$ cat config.mk
export PLATFORM = sky130hd
export DESIGN_NAME = keccak_chi_masked_pipe
export DESIGN_NICKNAME = d
export VERILOG_FILES = /design/src/rtl/keccak_masked_pkg.sv /design/src/rtl/keccak_chi_row_expand.sv /design/src/rtl/keccak_chi_masked_pipe.sv
export SDC_FILE = /design/constraint.sdc
export NUM_CORES = 2
export LEC_CHECK = 0
export ABC_AREA = 0
export CORE_MARGIN = 2
export CORE_UTILIZATION = 30
export CTS_CLUSTER_DIAMETER = 60
export CTS_CLUSTER_SIZE = 20
export DETAILED_ROUTE_END_ITERATION = 12
export GPL_TIMING_DRIVEN = 0
export HOLD_SLACK_MARGIN = 0.15
export PLACE_DENSITY = 0.57
export RECOVER_POWER = 50
export SYNTH_ARGS = -nofsm -noshare
export SYNTH_HDL_FRONTEND = slang
export SYNTH_SLANG_ARGS = --single-unit
$ cat constraint.sdc
create_clock -name clk -period 4.2 [get_ports clk]
set_input_delay 1.05 -clock clk [delete_from_list [all_inputs] [get_ports clk]]
set_output_delay 1.05 -clock clk [all_outputs]
set_load 0.01 [all_outputs]
$ cat src/rtl/keccak_masked_pkg.sv
// Sizing, lane naming and bit-layout helpers shared by the masked Keccak chi pipeline.
// Layouts: in_data bit ((l*W+w)*(D+1)+s); rnd word for row w, lane k, pair (i,j).
package keccak_masked_pkg;

  localparam int LANES = 5;

  typedef enum logic [2:0] {LANE_A, LANE_B, LANE_C, LANE_D, LANE_E} lane_e;

  function automatic int share_cnt(input int d);
    return d + 1;
  endfunction

  function automatic int mask_cnt(input int d);
    return d * (d + 1) / 2;
  endfunction

  // Packs the unordered pair {i,j}, i != j, into a dense triangular index.
  function automatic int mask_pair(input int i, input int j);
    int lo;
    int hi;
    lo = (i < j) ? i : j;
    hi = (i < j) ? j : i;
    return lo + hi * (hi - 1) / 2;
  endfunction

  function automatic int in_idx(input int l, input int w, input int s, input int wd, input int d);
    return (l * wd + w) * share_cnt(d) + s;
  endfunction

  function automatic int rnd_idx(input int w, input int k, input int i, input int j, input int d);
    return (w * LANES + k) * mask_cnt(d) + mask_pair(i, j);
  endfunction

endpackage

$ cat src/rtl/keccak_chi_row_expand.sv
// Combinational order-generic expansion of one chi row into (D+1)^2 shares per lane.
// Every share pair gets x_i*y_j, a symmetric zero-diagonal fresh mask, and one linear share.
module keccak_chi_row_expand
  import keccak_masked_pkg::*;
#(
  parameter int D = 5
) (
  input  logic [5*(D+1)-1:0]       row_in,
  input  logic [5*D*(D+1)/2-1:0]   rnd_row,
  output logic [5*(D+1)*(D+1)-1:0] exp_out
);

  localparam int S  = share_cnt(D);
  localparam int S2 = S * S;

  always_comb begin
    logic x;
    logic y;
    logic z;
    logic m;
    exp_out = '0;
    x = 1'b0;
    y = 1'b0;
    z = 1'b0;
    m = 1'b0;
    for (int k = 0; k < LANES; k++) begin
      for (int i = 0; i < S; i++) begin
        for (int j = 0; j < S; j++) begin
          // Complementing only share 0 complements the recombined value exactly once.
          x = row_in[((k + 1) % LANES) * S + i] ^ (i == 0);
          y = row_in[((k + 2) % LANES) * S + j];
          z = (j == (i + k) % S) ? row_in[k * S + i] : 1'b0;
          m = (i != j) ? rnd_row[rnd_idx(0, k, i, j, D)] : 1'b0;
          exp_out[k * S2 + i * S + j] = (x & y) ^ z ^ m;
        end
      end
    end
  end

endmodule

$ cat src/rtl/keccak_chi_masked_pipe.sv
// Two-stage handshaked masked Keccak chi slice: expand-and-register, then compress-and-register.
// Bypass mode carries the input shares through both registers untouched.
module keccak_chi_masked_pipe
  import keccak_masked_pkg::*;
#(
  parameter int D = 5,
  parameter int W = 8
) (
  input  logic                         clk,
  input  logic                         rst_n,
  input  logic                         flush,
  input  logic                         chi_en,
  input  logic                         in_valid,
  output logic                         in_ready,
  input  logic [5*W*(D+1)-1:0]         in_data,
  input  logic                         rnd_valid,
  output logic                         rnd_ready,
  input  logic [5*W*D*(D+1)/2-1:0]     rnd,
  output logic                         out_valid,
  input  logic                         out_ready,
  output logic [5*W*(D+1)-1:0]         out_data,
  output logic                         busy
);

  localparam int S     = share_cnt(D);
  localparam int S2    = S * S;
  localparam int M     = mask_cnt(D);
  localparam int IN_W  = LANES * W * S;
  localparam int EXP_W = LANES * W * S2;

  logic [EXP_W-1:0] exp_d;
  logic [EXP_W-1:0] byp_d;
  logic [EXP_W-1:0] exp_p1;
  logic             mode_p1;
  logic             vld_p1;
  logic [IN_W-1:0]  cmp_d;
  logic [IN_W-1:0]  data_p2;
  logic             vld_p2;
  logic             capture;
  logic             advance;

  assign in_ready  = !vld_p1 || !vld_p2 || out_ready;
  assign capture   = in_valid && in_ready && (rnd_valid || !chi_en);
  assign advance   = vld_p1 && (!vld_p2 || out_ready);
  assign rnd_ready = capture && chi_en;
  assign busy      = vld_p1 || vld_p2;
  assign out_valid = vld_p2;
  assign out_data  = data_p2;

  for (genvar w = 0; w < W; w++) begin : g_row
    logic [LANES*S-1:0]  row_in;
    logic [LANES*S2-1:0] row_exp;
    for (genvar l = 0; l < LANES; l++) begin : g_lane
      for (genvar s = 0; s < S; s++) begin : g_share
        assign row_in[l*S+s] = in_data[in_idx(l, w, s, W, D)];
      end
      assign exp_d[(l*W+w)*S2 +: S2] = row_exp[l*S2 +: S2];
    end
    keccak_chi_row_expand #(.D(D)) u_expand (
      .row_in  (row_in),
      .rnd_row (rnd[w*LANES*M +: LANES*M]),
      .exp_out (row_exp)
    );
  end

  always_comb begin
    byp_d = '0;
    for (int l = 0; l < LANES; l++) begin
      for (int w = 0; w < W; w++) begin
        byp_d[(l*W+w)*S2 +: S] = in_data[in_idx(l, w, 0, W, D) +: S];
      end
    end
  end

  // Stage 1: expanded (or bypassed) shares, loaded on capture
  always_ff @(posedge clk) begin
    if (!rst_n) begin
      vld_p1 <= 1'b0;
    end else if (flush) begin
      vld_p1 <= 1'b0;
    end else if (capture) begin
      vld_p1 <= 1'b1;
    end else if (advance) begin
      vld_p1 <= 1'b0;
    end
  end

  always_ff @(posedge clk) begin
    if (!rst_n) begin
      exp_p1  <= '0;
      mode_p1 <= 1'b0;
    end else if (capture) begin
      exp_p1  <= chi_en ? exp_d : byp_d;
      mode_p1 <= chi_en;
    end
  end

  always_comb begin
    int base;
    base  = 0;
    cmp_d = '0;
    for (int l = 0; l < LANES; l++) begin
      for (int w = 0; w < W; w++) begin
        for (int i = 0; i < S; i++) begin
          base = (l*W+w)*S2;
          cmp_d[in_idx(l, w, i, W, D)] = mode_p1 ? ^exp_p1[base + i*S +: S] : exp_p1[base + i];
        end
      end
    end
  end

  // Stage 2: compressed D+1 shares, loaded when stage 1 moves forward
  always_ff @(posedge clk) begin
    if (!rst_n) begin
      vld_p2 <= 1'b0;
    end else if (flush) begin
      vld_p2 <= 1'b0;
    end else if (advance) begin
      vld_p2 <= 1'b1;
    end else if (out_ready) begin
      vld_p2 <= 1'b0;
    end
  end

  always_ff @(posedge clk) begin
    if (!rst_n) begin
      data_p2 <= '0;
    end else if (advance) begin
      data_p2 <= cmp_d;
    end
  end

endmodule

### Yosys cells after proc, flatten, opt, wreduce, memory -nomap -nowiden

Index checks and enable logic that the tools add are counted.

* register bits after elaboration: 1683
* word-level logic and storage cells: 3426
* memories: 0
* bits in latches: 0
* output and inout port bits: 244
* bits in writable memories: 0
* input port bits: 847
* ROM bits: 0

* reductions and logical operators: 255
* equality and inequality tests: 0
* mux-type cells: 245
* multipliers: 0
* shift operators: 0
* add/subtract/negate cells: 0
* div/mod/pow operators: 0
* magnitude comparators: 0
* bitwise gates (word level): 2921

Operators by type and width (number)
* 1-bit bitwise AND: 1440
* 1440-bit two-way mux: 1
* 6-bit parity: 240
* 1-bit bitwise XOR: 1440
* 1-bit two-way mux: 244
* 1-bit inverter: 41
* 1-bit logical OR: 5
* 1-bit logical AND: 4
* 2-bit nonzero test: 2
* 1-bit zero test: 3
* 2-bit OR reduction: 1

### Depth between registers and ports, before layout

* depth after elaboration: 6
* depth in mapped cells: 8
* mapped depth without buffers: 4

### By module

From an unflattened synthesis, not the netlist that was laid out.

* cells, all modules: 13676
* area total of the unflattened synthesis: 111729.7 um^2

By module, submodules not included
* keccak_chi_masked_pipe: instances 1, cells each 10556, area each 91430.2 um^2, seq. area each 33692.3 um^2
* keccak_chi_row_expand: instances 8, cells each 390, area each 2537.4 um^2, seq. area each 0.0 um^2

### Worst setup path after synthesis

OpenSTA, ideal clock, no wires.

* path kind: input to output
* start point: input port out_ready
* end point: output port rnd_ready
* cell stages on the path: 5
* required time: 3.150 ns
* arrival time: 2.004 ns
* slack: 1.146 ns
* path buffers: 3
* path through: nand3b_2 and4_1 buf_2 buf_6 clkbuf_1

* cells in the longest elaborated chain, start to end: 4

Ends and longest elaborated chain
* start: declaration: RTL line keccak_chi_masked_pipe.sv:20 `input logic out_ready,`
* 1-bit logical OR: RTL line keccak_chi_masked_pipe.sv:42 `assign in_ready = !vld_p1 || !vld_p2 || out_ready;`
* 1-bit logical AND (2 in series): RTL line keccak_chi_masked_pipe.sv:43 `assign capture = in_valid && in_ready && (rnd_valid || !chi_en);`
* 1-bit logical AND: RTL line keccak_chi_masked_pipe.sv:45 `assign rnd_ready = capture && chi_en;`
* end: declaration: RTL line keccak_chi_masked_pipe.sv:17 `output logic rnd_ready,`

Every way passes these cells.

### Worst setup path in the final report

* start point: input port out_ready
* end point: register exp_p1[1389]

* cells in the longest elaborated chain, start to end: 3

Ends and longest elaborated chain
* 1-bit logical OR: RTL line keccak_chi_masked_pipe.sv:42
* 1-bit logical AND (2 in series): RTL line keccak_chi_masked_pipe.sv:43
* end signal: assignment: RTL line keccak_chi_masked_pipe.sv:93 `exp_p1 <= chi_en ? exp_d : byp_d;`
* end: declaration: RTL line keccak_chi_masked_pipe.sv:33 `logic [EXP_W-1:0] exp_p1;`

Every way passes these cells.
A chain may end at the register's enable or synchronous reset.

==> summary.md <==
| Metric | Value |
|---|---|
| Top cell type by total area after synthesis | dfxtp_1 |
| Static Leak | 38.7 nW |
| Root Driver | clkbuf_16 |
| YS warnings | 0 |
| MaxCap Viol Count | 13 |
| Area share of the largest cell type after synthesis | 0.372 |
| P per Cell Area | 394 nW/um2 |
| I/O pins | 1091 |
| Slew Limit Fails | 128 |
| Pre-CTS setup slack | -0.937 ns |
| Vias/cell | 5.49 |
| Sw Ratio | 0.331 |
| Period minus WS final | 4.10 ns |
| Post-DR wirelength/cell | 32.3 um |
| Mean area per synthesized cell | 8.40 um2 |
| CP Launch Type | input port |
| Die width | 553 um |
| Number of port buffers | 1088 |
| Fmax | 244 MHz |
| Std-Cell Rows | 201 |
| Most frequent cell after synthesis | xnor2_1 |
| Crit share post-route | 0.976 |
| Unrepaired setup endpoints after global routing | no |
| Remaining antenna violation count after routing | 0 |
| Inserted Clock Buffers | 185 |
| # nets final | 12.9k |
| Total power | 44.8 mW |
| Largest net degree at the start of global routing | 21 |
| Final HPWL DP | 404 mm |
| Prevailing post-synth register cell | dfxtp_1 |
| Commonest cells in the netlist | xnor2_1, dfxtp_1, nand2_1 |
| Area occupied by multi-input gates | 52700 um2 |
| Layout cells sized above 1 | 0.0534 |
| Clk pwr share | 0.412 |
| Routability congestion estimate | 0.954 |
| DR vias | 89.2k |
| Final WS setup | 0.100 ns |
| Clk_skew | 0.0631 ns |
| Final wirelength | 525 mm |
| Violated checks | capacitance limit, slew limit |
| Syn_nets | 11.6k |
| Synth Instances | 10.8k |
| Iteration-0 DRC Markers | 11.7k |
| Initial Utilization | 0.302 |
| Post-synth EDFFs | 0 |
| Layout fillers | 31.1k |
| DRC | 0 |
| Most common cell on crit path | buf_2 |
| Sequential element share of the synthesized area | 0.372 |
| TritonRoute pass-1 iters | 8 |
| Total track usage | 0.327 |
| Number of global-route vias before repair | 82.0k |
| Post-synth cell types | 31 |
| Synth Register Bits | 1683 |
| Crit-path max cell delay | 0.91 ns |
| Status | finished with violations |
| Sequential share of power | 0.380 |
| First-pass GRT wire length | 696 mm |
| Post-CTS setup buffer count | 0 |
| Logic gate share of total power | 0.208 |
| Critical path capture point type | register |
| TritonCTS Sinks | 1683 |
| Int Power | 30.0 mW |
| Hold Vio Cnt, Final | 0 |
| Clock-pin slew on the worst setup and hold paths | 0.08 ns |
| Area Growth Syn to Fin | 25.7% |
| Die H | 553 um |
| Antenna violations before repair | 117 |
| CP arrival | 4.91 ns |
| Clk_lat worst skew | 0.92 ns |
| Max Root-Sink Buffers | 4 |
| Crit-path slowest cell | buf_2 |
| VDD IR max | 0.000289 V |
| Crit path max fanout | 10 |
| CTS H-tree depth | 4 |
| Critical path type | input port to register |
| Count of final setup violators | 0 |
| Slew at the pin with the worst max-slew slack | 1.99 ns |
| Switching pwr | 14.8 mW |
| CTS tree | built |
| Crit-path cells | clkdlybuf4s50_1, nand3b_2, nand3_1, buf_2, buf_2, buf_2, nand2_1, a21oi_1 |
| Sequential cell area | 33700 um2 |
| Hold crit path type | register to register |
| Share of flip-flops with an asynchronous set or reset | 0 |
| Critical path data required time | 5.01 ns |
| Core area | 300000 um2 |
| Synth area leaders | dfxtp_1, xnor2_1, a22oi_1 |
| Die ar. | 306000 um2 |
| Congestion Overflow GR | 0 |
| Synthesized area | 90500 um2 |
| Rel. slew slack | -0.325 |
-- worst max-delay path, delay by kind of cell --
kind	cells	cell delay (ns)
AO/OA/AOI/OAI	1	0.15
AND/OR/NAND/NOR	3	0.80
buffers and inverters	4	2.79
-- cell type report --
cell class | instances | area share
Clock buffer | 204 | 0.0424
Sequential cell | 1683 | 0.296
Tap cell | 3958 | 0.0435
Buffer | 945 | 0.0352
Multi-Input combinational cell | 8117 | 0.463
Clock inverter | 132 | 0.0161
Antenna cell | 67 | 0.00147
Timing Repair Buffer | 1119 | 0.101
Inverter | 26 | 0.000858
-- registers in the layout, summed over array words and instances (netlist names) --
name / count
out_data: 240
out_valid: 1
vld_p1: 1
exp_p1: 1440
mode_p1: 1
-- cell families (layout without fill, tap and decap cells) --
family / count (synthesis) / after routing / synth area share
buffers and inverters: 972 / 2426 / 0.0456
muxes: 32 / 32 / 0.00354
other: 0 / 67 / 0
AOI/OAI and AO/OA: 1851 / 1851 / 0.150
xor gates and xnor gates: 2640 / 2640 / 0.255
DFF: 1683 / 1683 / 0.372
and+or+nand+nor: 3594 / 3594 / 0.173
-- cells in the final DEF (no fill, tap or decap), types with 249 or more instances in the layout --
cell,Yosys,layout
a21oi_1,329,329
a22oi_1,1040,1040
clkbuf_1,560,594
clkdlybuf4s50_1,0,934
dfxtp_1,1683,1683
nand2_1,1392,1392
nand3_1,249,249
nor2_1,1307,1307
xnor2_1,2472,2472
-- power groups by stage --
stage	clock network [mW]	logic (mW)	registers (mW)
2_1_floorplan	0	4.88	17.2
6_report	18.5	9.32	17.0
4_1_cts	18.5	9.13	17.0
5_1_grt	19.1	9.66	17.1
3_3_place_gp	0	9.01	17.4
3_5_place_dp	0	9.07	17.4
-- per-layer routing --
metal	GRT usage	share of wire	wire, um
met1	0.427	0.40	212000
met2	0.482	0.42	221000
met3	0.0943	0.11	59400
met4	0.179	0.060	31600
met5	0.000313	0.00089	468
-- metrics by stage --
step                      hold slack (ns)  cells  cell area, um2  utilization  TNS (ns)
after global placement              0.451  15818          106000        0.354   -661.69
after CTS                           0.466  16184          114000        0.379         0
after detailed placement            0.456  15849          107000        0.357   -166.13
after global routing                0.474  16200          114000        0.379         0
final                               0.464  16251          114000        0.379         0
after floorplan                     0.444  10772           90500            -         0
-- timing repair --
item	4_1_cts	5_1_grt
endpoints found under the setup margin	1	1
hold buffers	0	0
resized for setup	3	1
-- final timing paths --
path                                  start            to  slack [ns]  cells after the start
worst min register to register  exp_p1[388]   exp_p1[388]        0.46                      2
worst max register to register       vld_p1  exp_p1[1389]        0.27                      7
worst max-delay path              out_ready  exp_p1[1389]        0.10                      8
worst min-delay path            exp_p1[388]   exp_p1[388]        0.46                      2
No activity file was read; power rests on OpenSTA's default activity.
